==> src/rtl/flow_pkg.sv <==
// flow_pkg: shared constants, capture-slot layout and types for the flow-attribute parser.
package flow_pkg;

  localparam int FLOW_ATTR_W = 96;

  // Packet byte offsets of the fixed header fields.
  localparam int OFF_ETHTYPE = 12;
  localparam int OFF_VERIHL  = 14;
  localparam int OFF_FRAG    = 20;
  localparam int OFF_PROTO   = 23;
  localparam int OFF_SIP     = 26;
  localparam int OFF_DIP     = 30;

  localparam logic [15:0] ETHTYPE_IPV4 = 16'h0800;
  localparam logic [7:0]  PROTO_TCP    = 8'd6;
  localparam logic [7:0]  PROTO_UDP    = 8'd17;

  // Capture slots: one hdr_byte_capture per slot. Port slots come last and
  // take their offset at runtime from IHL.
  localparam int CAP_ETH    = 0;
  localparam int CAP_VERIHL = 2;
  localparam int CAP_FRAG   = 3;
  localparam int CAP_PROTO  = 5;
  localparam int CAP_SIP    = 6;
  localparam int CAP_DIP    = 10;
  localparam int CAP_PORT   = 14;
  localparam int N_CAP      = 18;

  typedef enum logic [1:0] {
    SKIP_NON_IPV4 = 2'd0,
    SKIP_BAD_IHL  = 2'd1,
    SKIP_NON_L4   = 2'd2,
    SKIP_RUNT     = 2'd3
  } skip_reason_e;

  typedef enum logic [1:0] {
    S_RESYNC = 2'd0,
    S_SOP    = 2'd1,
    S_HDR    = 2'd2
  } parse_state_e;

  // Packet byte offset of a fixed (non-port) capture slot.
  function automatic logic [6:0] fixed_off(input int slot);
    int off;
    if (slot < CAP_VERIHL)     off = OFF_ETHTYPE + slot;
    else if (slot < CAP_FRAG)  off = OFF_VERIHL;
    else if (slot < CAP_PROTO) off = OFF_FRAG + slot - CAP_FRAG;
    else if (slot < CAP_SIP)   off = OFF_PROTO;
    else if (slot < CAP_DIP)   off = OFF_SIP + slot - CAP_SIP;
    else                       off = OFF_DIP + slot - CAP_DIP;
    return 7'(off);
  endfunction

endpackage

==> src/rtl/flow_attr_extract_capture.sv <==
// hdr_byte_capture: latches the packet byte at byte_off and remembers whether it was seen.
// byte_d/seen_d are the post-beat values so the final beat can be judged in the same cycle.
module hdr_byte_capture (
  input  logic        pkt_clk,
  input  logic        pkt_rst_n,
  input  logic        cap_en,
  input  logic        clr,
  input  logic [3:0]  beat_idx,
  input  logic [63:0] tdata,
  input  logic [7:0]  tkeep,
  input  logic [6:0]  byte_off,
  output logic [7:0]  byte_d,
  output logic        seen_d
);

  logic [7:0] byte_p0;
  logic       seen_p0;
  logic       hit;

  assign hit = cap_en && (beat_idx == byte_off[6:3]) && tkeep[byte_off[2:0]];

  // Merge this beat into the held value; a start-of-packet beat wipes the slot.
  always_comb begin
    byte_d = byte_p0;
    seen_d = seen_p0;
    if (hit) begin
      byte_d = tdata[{byte_off[2:0], 3'b000} +: 8];
      seen_d = 1'b1;
    end else if (clr) begin
      byte_d = 8'h00;
      seen_d = 1'b0;
    end
  end

  // Seen flag gates evaluation, so it takes the reset.
  always_ff @(posedge pkt_clk or negedge pkt_rst_n) begin
    if (!pkt_rst_n) seen_p0 <= 1'b0;
    else            seen_p0 <= seen_d;
  end

  // Byte value is always cleared or overwritten before it is looked at.
  always_ff @(posedge pkt_clk) begin
    byte_p0 <= byte_d;
  end

endmodule

==> src/rtl/flow_attr_extract.sv <==
// flow_attr_extract: AXI-Stream monitor that pulls the IPv4 flow attribute
// {src_ip, dst_ip, src_port, dst_port} out of each packet and emits one vld or skip pulse.
module flow_attr_extract import flow_pkg::*; #(
  parameter bit ZERO_PORTS_ON_FRAG = 1'b1,
  parameter bit SKIP_ON_RUNT       = 1'b1
) (
  input  logic                   pkt_clk,
  input  logic                   pkt_rst_n,
  input  logic [63:0]            s_axis_tdata,
  input  logic [7:0]             s_axis_tkeep,
  input  logic                   s_axis_tvalid,
  input  logic                   s_axis_tlast,
  output logic                   s_axis_tready,
  output logic                   flow_attribute_vld_out,
  output logic [FLOW_ATTR_W-1:0] flow_attribute_out,
  output logic                   flow_skip_out,
  output logic [1:0]             flow_skip_reason_out
);

  parse_state_e           state_q;
  logic [3:0]             beat_cnt_q;
  logic                   tready_q;
  logic [3:0]             ihl_p0;
  logic                   ihl_seen_p0;
  logic                   vld_p1;
  logic                   skip_p1;
  logic [1:0]             reason_p1;
  logic [FLOW_ATTR_W-1:0] attr_p1;

  logic       accept, cap_en, sop, eop;
  logic [3:0] beat_idx;
  logic [6:0] l4_off;

  assign accept   = s_axis_tvalid && tready_q;
  assign cap_en   = accept && ((state_q == S_SOP) || (state_q == S_HDR));
  assign sop      = accept && (state_q == S_SOP);
  assign eop      = cap_en && s_axis_tlast;
  assign beat_idx = (state_q == S_SOP) ? 4'd0 : beat_cnt_q;
  assign l4_off   = 7'd14 + {1'b0, ihl_p0, 2'b00};

  logic [7:0] cap_d      [N_CAP];
  logic       cap_seen_d [N_CAP];

  // Port slots only arm once IHL is known, so a stale offset can never hit early header bytes.
  for (genvar g = 0; g < N_CAP; g++) begin : g_cap
    logic [6:0] off;
    logic       en;
    assign off = (g >= CAP_PORT) ? l4_off + 7'(g - CAP_PORT) : fixed_off(g);
    assign en  = cap_en && ((g < CAP_PORT) || ihl_seen_p0);
    hdr_byte_capture u_cap (
      .pkt_clk   (pkt_clk),
      .pkt_rst_n (pkt_rst_n),
      .cap_en    (en),
      .clr       (sop),
      .beat_idx  (beat_idx),
      .tdata     (s_axis_tdata),
      .tkeep     (s_axis_tkeep),
      .byte_off  (off),
      .byte_d    (cap_d[g]),
      .seen_d    (cap_seen_d[g])
    );
  end

  logic [15:0]  ethtype, frag_w;
  logic [7:0]   verihl, proto;
  logic         is_frag, ports_req, hdr_seen, ports_seen, pass;
  skip_reason_e reason;
  logic [31:0]  sip, dip, ports;

  // Classify the packet from this beat merged with earlier captures; first failing check wins.
  always_comb begin
    ethtype = {cap_d[CAP_ETH], cap_d[CAP_ETH+1]};
    verihl  = cap_d[CAP_VERIHL];
    frag_w  = {cap_d[CAP_FRAG], cap_d[CAP_FRAG+1]};
    proto   = cap_d[CAP_PROTO];
    sip     = {cap_d[CAP_SIP], cap_d[CAP_SIP+1], cap_d[CAP_SIP+2], cap_d[CAP_SIP+3]};
    dip     = {cap_d[CAP_DIP], cap_d[CAP_DIP+1], cap_d[CAP_DIP+2], cap_d[CAP_DIP+3]};
    hdr_seen = 1'b1;
    for (int i = 0; i < CAP_PORT; i++) hdr_seen &= cap_seen_d[i];
    ports_seen = 1'b1;
    for (int i = CAP_PORT; i < N_CAP; i++) ports_seen &= cap_seen_d[i];
    // MF flag plus 13-bit fragment offset.
    is_frag   = (frag_w & 16'h3FFF) != 16'h0000;
    ports_req = !(ZERO_PORTS_ON_FRAG && is_frag);
    ports     = ports_req ? {cap_d[CAP_PORT], cap_d[CAP_PORT+1], cap_d[CAP_PORT+2], cap_d[CAP_PORT+3]}
                          : 32'h0;
    pass   = 1'b0;
    reason = SKIP_RUNT;
    if (ethtype != ETHTYPE_IPV4 || verihl[7:4] != 4'd4) reason = SKIP_NON_IPV4;
    else if (verihl[3:0] < 4'd5)                        reason = SKIP_BAD_IHL;
    else if (proto != PROTO_TCP && proto != PROTO_UDP)  reason = SKIP_NON_L4;
    else if (!hdr_seen || (ports_req && !ports_seen))   reason = SKIP_RUNT;
    else                                                pass   = 1'b1;
  end

  // IHL copy that steers the port slots on later beats.
  always_ff @(posedge pkt_clk or negedge pkt_rst_n) begin
    if (!pkt_rst_n) begin
      ihl_p0      <= 4'd0;
      ihl_seen_p0 <= 1'b0;
    end else begin
      ihl_p0      <= cap_d[CAP_VERIHL][3:0];
      ihl_seen_p0 <= cap_seen_d[CAP_VERIHL];
    end
  end

  // Packet framing FSM with registered result pulses.
  always_ff @(posedge pkt_clk or negedge pkt_rst_n) begin
    if (!pkt_rst_n) begin
      state_q    <= S_RESYNC;
      beat_cnt_q <= 4'd0;
      tready_q   <= 1'b0;
      vld_p1     <= 1'b0;
      skip_p1    <= 1'b0;
      reason_p1  <= 2'd0;
      attr_p1    <= '0;
    end else begin
      tready_q <= 1'b1;
      vld_p1   <= 1'b0;
      skip_p1  <= 1'b0;
      case (state_q)
        S_RESYNC: if (accept && s_axis_tlast) state_q <= S_SOP;
        S_SOP: if (accept) begin
          beat_cnt_q <= 4'd1;
          if (!s_axis_tlast) state_q <= S_HDR;
        end
        S_HDR: if (accept) begin
          if (beat_cnt_q != 4'd15) beat_cnt_q <= beat_cnt_q + 4'd1;
          if (s_axis_tlast) state_q <= S_SOP;
        end
        default: state_q <= S_RESYNC;
      endcase
      if (eop) begin
        if (pass) begin
          vld_p1  <= 1'b1;
          attr_p1 <= {sip, dip, ports};
        end else if (reason != SKIP_RUNT || SKIP_ON_RUNT) begin
          skip_p1   <= 1'b1;
          reason_p1 <= reason;
        end
      end
    end
  end

  assign s_axis_tready          = tready_q;
  assign flow_attribute_vld_out = vld_p1;
  assign flow_attribute_out     = attr_p1;
  assign flow_skip_out          = skip_p1;
  assign flow_skip_reason_out   = reason_p1;

endmodule
==> config.mk <==
export PLATFORM = sky130hd
export DESIGN_NAME = flow_attr_extract
export DESIGN_NICKNAME = d
export VERILOG_FILES = /design/src/rtl/flow_pkg.sv /design/src/rtl/flow_attr_extract_capture.sv /design/src/rtl/flow_attr_extract.sv
export SDC_FILE = /design/constraint.sdc
export NUM_CORES = 1
export LEC_CHECK = 0
export ABC_CLOCK_PERIOD_IN_PS = 4860
export CORE_MARGIN = 4
export CORE_UTILIZATION = 53
export DETAILED_ROUTE_END_ITERATION = 8
export GPL_TIMING_DRIVEN = 0
export PLACE_DENSITY = 0.79
export SLEW_MARGIN = 25
export SYNTH_ARGS = -nofsm -noshare
export SYNTH_HDL_FRONTEND = slang
export SYNTH_SLANG_ARGS = --single-unit
==> constraint.sdc <==
create_clock -name pkt_clk -period 4.86 [get_ports pkt_clk]
set_input_delay 1.458 -clock pkt_clk [delete_from_list [all_inputs] [get_ports pkt_clk]]
set_output_delay 1.458 -clock pkt_clk [all_outputs]
set_load 0.05 [all_outputs]
# After elaboration in Yosys (flattened, before gate mapping)
# Index checks and enable logic that the tools add are counted.
[classes]
muxes = 103
n_eq_ne = 21
magnitude_cmp = 5
n_bitwise = 17
addsub = 5
shift = 4
reduce_logical = 47
[op_table]
columns = ["cell", "n"]
rows = [
  ["8-bit two-way mux", 34],
  ["64-bit by 7-bit indexed part select with 8-bit output", 4],
  ["1-bit two-way mux", 49],
  ["1-bit logical AND", 34],
  ["32-bit two-way mux", 1],
  ["1-bit bitwise AND", 16],
  ["4-bit equality test", 4],
  ["3-bit by 4-bit < comparator with 1-bit output, second input constant", 4],
  ["4-bit two-way mux", 4],
  ["16-bit by 12-bit != test with 1-bit output, second input constant", 1],
  ["16-bit nonzero test", 1],
  ["7-bit by 2-bit adder with 7-bit output, second input constant", 2],
  ["2-bit two-way mux", 7],
  ["1-bit binary-select mux with 3-bit select", 4],
  ["6-bit two-way mux", 2],
  ["2-bit != test, second input constant", 5],
  ["4-bit by 2-bit equality test with 1-bit output, second input constant", 2],
  ["8-bit by 3-bit != test with 1-bit output, second input constant", 1],
  ["8-bit by 5-bit != test with 1-bit output, second input constant", 1],
  ["4-bit case mux with 2 select lines", 1],
  ["4-bit by 6-bit adder with 7-bit output, first input constant", 1],
  ["7-bit by 1-bit adder with 7-bit output, second input constant", 1],
  ["2-bit case mux with 3 select lines", 1],
  ["5-bit AND reduction", 1],
  ["other kinds (16)", 21],
]
[word_totals]
reg_bits = 271
output_inout_bits = 101

# Longest topological paths before layout
[logic_depth]
ltp_word = 27
depth_mapped = 18
depth_no_buf = 11

# Hierarchy
# Synthesis repeated with hierarchy kept, for this count alone.
[hier_totals]
hier_cells = 1678
hier_area_um2 = 21184.1
[modules_own_cells]
columns = ["module", "area_each_um2", "seq_area_each_um2", "n_inst", "cells_each"]
rows = [
  ["hdr_byte_capture", 907.1, 185.2, 18, 72],
  ["flow_attr_extract", 4855.9, 2802.7, 1, 382],
]

# Worst setup path after synthesis
# OpenSTA, ideal clock, no wires.
[synth_path]
kind = "input -> register"
from = "input s_axis_tvalid"
to = "register attr_p1[64], in the netlist flow_attribute_out[64]"
slack_ns = 0.152
path_buffers = 4
setup_ns = 0.127
cell_stages = 13
arrival_ns = 4.581
path_cell_list = "buf_2 nand3b_1 nor4b_4 mux2_2 or4_4 nor4b_4 nand2_1 or2_1 buf_2 inv_2 buf_6 buf_8 mux2_1"
[synth_between]
elab_chain_len = 25
elab_cells_between_ends = 115
classes_between = "order compare (1); eq/ne (4); mux (54); bitwise (16); reduce/logical (40)"
[synth_rtl]
columns = ["item", "line", "rtl"]
rows = [
  ["start: declaration", "flow_attr_extract.sv:11", "input logic s_axis_tvalid,"],
  ["1-bit logical AND (*)", "flow_attr_extract.sv:34", "assign accept = s_axis_tvalid && tready_q;"],
  ["1-bit logical AND", "flow_attr_extract.sv:35", "assign cap_en = accept && ((state_q == S_SOP) || (state_q == S_HDR));"],
  ["1-bit logical AND (2 in series)", "flow_attr_extract_capture.sv:20", "assign hit = cap_en && (beat_idx == byte_off[6:3]) && tkeep[byte_off[2:0]];"],
  ["1-bit two-way mux", "flow_attr_extract_capture.sv:26", "if (hit) begin"],
  ["1-bit bitwise AND (13 in series)", "flow_attr_extract.sv:79", "for (int i = 0; i < CAP_PORT; i++) hdr_seen &= cap_seen_d[i];"],
  ["1-bit logical NOT", "flow_attr_extract.sv:92", "else if (!hdr_seen || (ports_req && !ports_seen)) reason = SKIP_RUNT;"],
  ["1-bit logical OR", "flow_attr_extract.sv:92", ""],
  ["1-bit two-way mux", "flow_attr_extract.sv:92", ""],
  ["1-bit two-way mux", "flow_attr_extract.sv:91", "else if (proto != PROTO_TCP && proto != PROTO_UDP) reason = SKIP_NON_L4;"],
  ["1-bit two-way mux", "flow_attr_extract.sv:90", "else if (verihl[3:0] < 4'd5) reason = SKIP_BAD_IHL;"],
  ["1-bit two-way mux", "flow_attr_extract.sv:89", "if (ethtype != ETHTYPE_IPV4 || verihl[7:4] != 4'd4) reason = SKIP_NON_IPV4;"],
  ["2-bit AND reduction (no line)", "n/a", ""],
  ["end signal: assignment", "flow_attr_extract.sv:136", "attr_p1 <= {sip, dip, ports};"],
  ["end: declaration", "flow_attr_extract.sv:28", "logic [FLOW_ATTR_W-1:0] attr_p1;"],
]
# Mark *: on every way between the ends. The rest lies on a longest branch, timed or not.
# A chain may end at the register's enable or synchronous reset.

# Final worst setup path
[layout_path]
from = "input s_axis_tkeep[6]"
to = "register attr_p1[81], in the netlist flow_attribute_out[81]"
[layout_between]
elab_chain_len = 21
elab_cells_between_ends = 48
classes_between = "order compare (1); eq/ne (1); mux (19); bitwise (15); reduce/logical (12)"
[layout_rtl]
columns = ["item", "line", "rtl"]
rows = [
  ["start: declaration", "flow_attr_extract.sv:10", "input logic [7:0] s_axis_tkeep,"],
  ["1-bit logical AND", "flow_attr_extract_capture.sv:20", ""],
  ["1-bit two-way mux", "flow_attr_extract_capture.sv:26", ""],
  ["1-bit bitwise AND (12 in series)", "flow_attr_extract.sv:79", ""],
  ["1-bit logical NOT", "flow_attr_extract.sv:92", ""],
  ["1-bit logical OR", "flow_attr_extract.sv:92", ""],
  ["1-bit two-way mux", "flow_attr_extract.sv:92", ""],
  ["1-bit two-way mux", "flow_attr_extract.sv:91", ""],
  ["1-bit two-way mux", "flow_attr_extract.sv:90", ""],
  ["1-bit two-way mux (*)", "flow_attr_extract.sv:89", ""],
  ["2-bit AND reduction (no line) (*)", "n/a", ""],
]
# Mark *: on every way between the ends. The rest lies on a longest branch, timed or not. The select of a mux whose other input is x is not followed.

==> results.yml <==
synthesis:
  synthArstFlopShare_pct: 47.6
  yosysWarnings: 0
  synth_mux_area_share_pct: 11.3
  synth_cell_types: 66
  synth_nets: 1151
  synth_top_area_share_pct: 29.3
  syn_avg_cell_area_sq_um: 10.3
  synth_compound_area_share_pct: 12.5
  yosys-top-cells-area: "dfrtp_1, dfxtp_1, o21ai_0"
  synth_edf_count: 0
  yosysMostFrequentCell: "o21ai_0"
  yosys-top-cells-count: "o21ai_0, dfxtp_1, dfrtp_1, nand3_1, nand2_1"
  yosysSeqAreaShare_pct: 55.1
  ys.flop_type: "dfxtp_1"
  synth_xor_area_share_pct: 0.602
  ys_ff_latch: 271
  synthAdderAreaFrac_pct: 0.682
  yosys.area_share.simple_pct: 13.7
  synth_top_family_by_area: "simple AND/OR/NAND/NOR gates"
  synth_cells: 1069
  synth_area_sq_um: 11000
  yosys.area.top_type: "dfrtp_1"
finish:
  fin_nets: 1365
  synthToLayoutAreaGrowth_pct: 28.4
  multi_input_area_sq_um: 4290
  regArea_sq_um: 6070
  layout-drive-gt1-share_pct: 6.59
  fillers: 1531
  fin_util_pct: 69.4
  final_area_sq_um: 14100
  antenna_cells: 0
clock_network:
  clk_pin_slew_worst_paths_ns: 0.06
  hold_buffers: 0
  cts_max_level: 1
  cts_made_buffers: 28
  cts_root_buf: "clkbuf_16"
  cts_tree: "done"
  clk_latency_ns: 0.54
  cts_buffer_depth: 3
  cts.sinks: 271
worst_setup_path:
  crit_path_end_kind: "register"
  path_class: "in2reg"
  slowest_delay_ns: 0.56
  cpMaxStageDelayCell: "clkdlybuf4s50_1"
  crit_family: "simple AND/OR/NAND/NOR gates"
  cp_max_fo: 10
  path_cells: "clkdlybuf4s50_1 > nor4b_4 > buf_4 > mux2_2 > or4_4 > nor4b_4 > nand2_1 > or2_1 > buf_2 > inv_2 > buf_8 > buf_8 > mux2_1"
  cp.required_ns: 5.27
  cp.arrival_ns: 5.04
  crit_path_start_kind: "primary input"
  crit_buf_inv: 6
die:
  die_w_microns: 152
  die_area_sq_um: 23100
  die_h_microns: 152
  boundaryPins: 177
  core_sq_um: 20400
  rows: 52
  start_util_pct: 54.1
global_route:
  grt_pass1_wl_microns: 50200
  grt_pass1_vias: 9137
  grt_util_all_layers_pct: 26.6
  grt-ovfl-total: 0
  antenna_found_initial: 0
  grt_max_degree: 91
timing:
  max_slew_margin_pct: 37.8
  fin_crit_ns: 4.63
  worst_pin_slew_ns: 0.933
  finalSetupTns_ns: 0
  report.final.slew_viol_count: 0
  finClkSkew_ns: 0.0116
  holdWs_ns: 0.462
  post-route-period-util_pct: 95.3
  max_freq_mhz: 216
  setup_viol: 0
  rsz0062_at_grt: "no"
  hold_violations: 0
status:
  status: "completed"
routing:
  ant_nets: 0
  post-route-drc-count: 0
  routed_wl_microns: 31900
  dr.pass1.iters: 5
  routedWlPerCell_microns: 20.3
  via_per_inst: 5.79
  drtIter0Drc: 884
  num_vias: 9114
placed_design:
  io_buffers: 175
  hpwl_microns: 22700
  place_area_sq_um: 13100
  gp_congestion: 0.919
power:
  p_sw_mw: 1.84
  sw_frac_of_total_pct: 29.9
  clkPwrFrac_pct: 34.8
  p_seq_share_pct: 42.6
  power_density_nw_per_um2: 434
  leakage_nw: 6.13
  p_total_mw: 6.13
  ir_drop_uv: 321
  p_int_mw: 4.29
  p_comb_share_pct: 22.6
hold_path:
  hp-class: "reg2reg"
run:
  maxCapViolations: 0
worst min-delay path, stage by stage (launching register included):
cell and delay (ns):
dfxtp_1 0.31, nand2_1 0.05, o21ai_0 0.06
per-layer routing:
metal | track usage [%] | vias up | share of wire (%)
li1 | - | 4169 | -
met1 | 36.8 | 4425 | 42
met4 | 8.48 | 0 | 3.4
met2 | 43.0 | 439 | 47
met5 | 0 | - | 0
met3 | 4.38 | 81 | 8.0
area by class of cell:
type,count,share of cell area [%]
buffer,70,2.46
clock buffer,44,5.81
clock inverter,8,0.717
inverter,86,2.28
multi-input combinational,642,30.4
sequential,271,42.9
tap,270,2.39
timing repair buffer,184,13.0
cells in the final DEF (no fill, tap or decap), types with 6 or more instances in the layout:
cell type        count
a22o_1              33
o21ai_0            152
buf_2                9
dfxtp_1            142
clkbuf_1            55
clkbuf_16           28
buf_8                7
buf_1                7
ha_1                 6
nor2_1              15
nand2_1             90
mux2_1              65
clkbuf_8             6
inv_1               84
dfrtp_1            129
clkdlybuf4s50_1    173
a21oi_1              8
mux2i_1             47
nor4bb_1             6
nand3_1            118
nor4_1               7
buf_4                9
a21o_1               6
per-stage QoR:
step,setup WS (ns),cells
final,0.229,1575
after global routing,0.00714,1575
after CTS,0.0467,1567
after detailed placement,-0.553,1515
after global placement,-3.02,1514
after floorplan,0.152,1069
power groups by stage:
stage	Clock (mW)	Sequential, mW	Combinational, mW
floorplan	0	2.64	0.906
detailed placement	0	2.65	1.33
finish	2.13	2.61	1.38
global route	2.25	2.64	1.50
CTS	2.15	2.61	1.35
global placement	0	2.64	1.29
worst paths after layout:
kind                                              startpoint                                 end  slack (ns)  depth (start not counted)
min in group asynchronous                          pkt_rst_n  flow_attribute_out[44]$_DFFE_PN0P_        0.79                          1
hold reg to reg            g_cap[1].u_cap.byte_p0[2]$_DFF_P_   g_cap[1].u_cap.byte_p0[2]$_DFF_P_        0.46                          2
setup / recovery                             s_axis_tkeep[6]  flow_attribute_out[81]$_DFFE_PN0P_        0.23                         13
setup reg to reg                      state_q[1]$_DFFE_PN0P_  flow_attribute_out[81]$_DFFE_PN0P_        0.27                         16
hold / removal             g_cap[1].u_cap.byte_p0[2]$_DFF_P_   g_cap[1].u_cap.byte_p0[2]$_DFF_P_        0.46                          2
max in group asynchronous                          pkt_rst_n  flow_attribute_out[87]$_DFFE_PN0P_        3.30                          2
registers in the layout, summed over array words and instances, names as in the netlist:
| signal | flops |
|---|---|
| s_axis_tready | 1 |
| ihl_p0 | 4 |
| g_cap.u_cap.seen_p0 | 18 |
| flow_skip_reason_out | 2 |
| beat_cnt_q | 4 |
| flow_skip_out | 1 |
| g_cap.u_cap.byte_p0 | 142 |
| flow_attribute_out | 96 |
| state_q | 2 |
| flow_attribute_vld_out | 1 |
kinds of logic after synthesis:
kind of cell               Yosys count
and+or+nand+nor                    283
DFF                                271
AOI/OAI and AO/OA                  230
buffers and inverters              156
muxes                              116
adders and majority gates            6
xor gates and xnor gates             6
other                                1
timing repair:
action / in CTS / in global routing
gates resized for setup: 4 / 6
endpoints found under the setup margin: 94 / 94
pin swaps: 1 / 2
setup buffers: 0 / 8
Note: power is estimated with default switching activity, not from simulation.
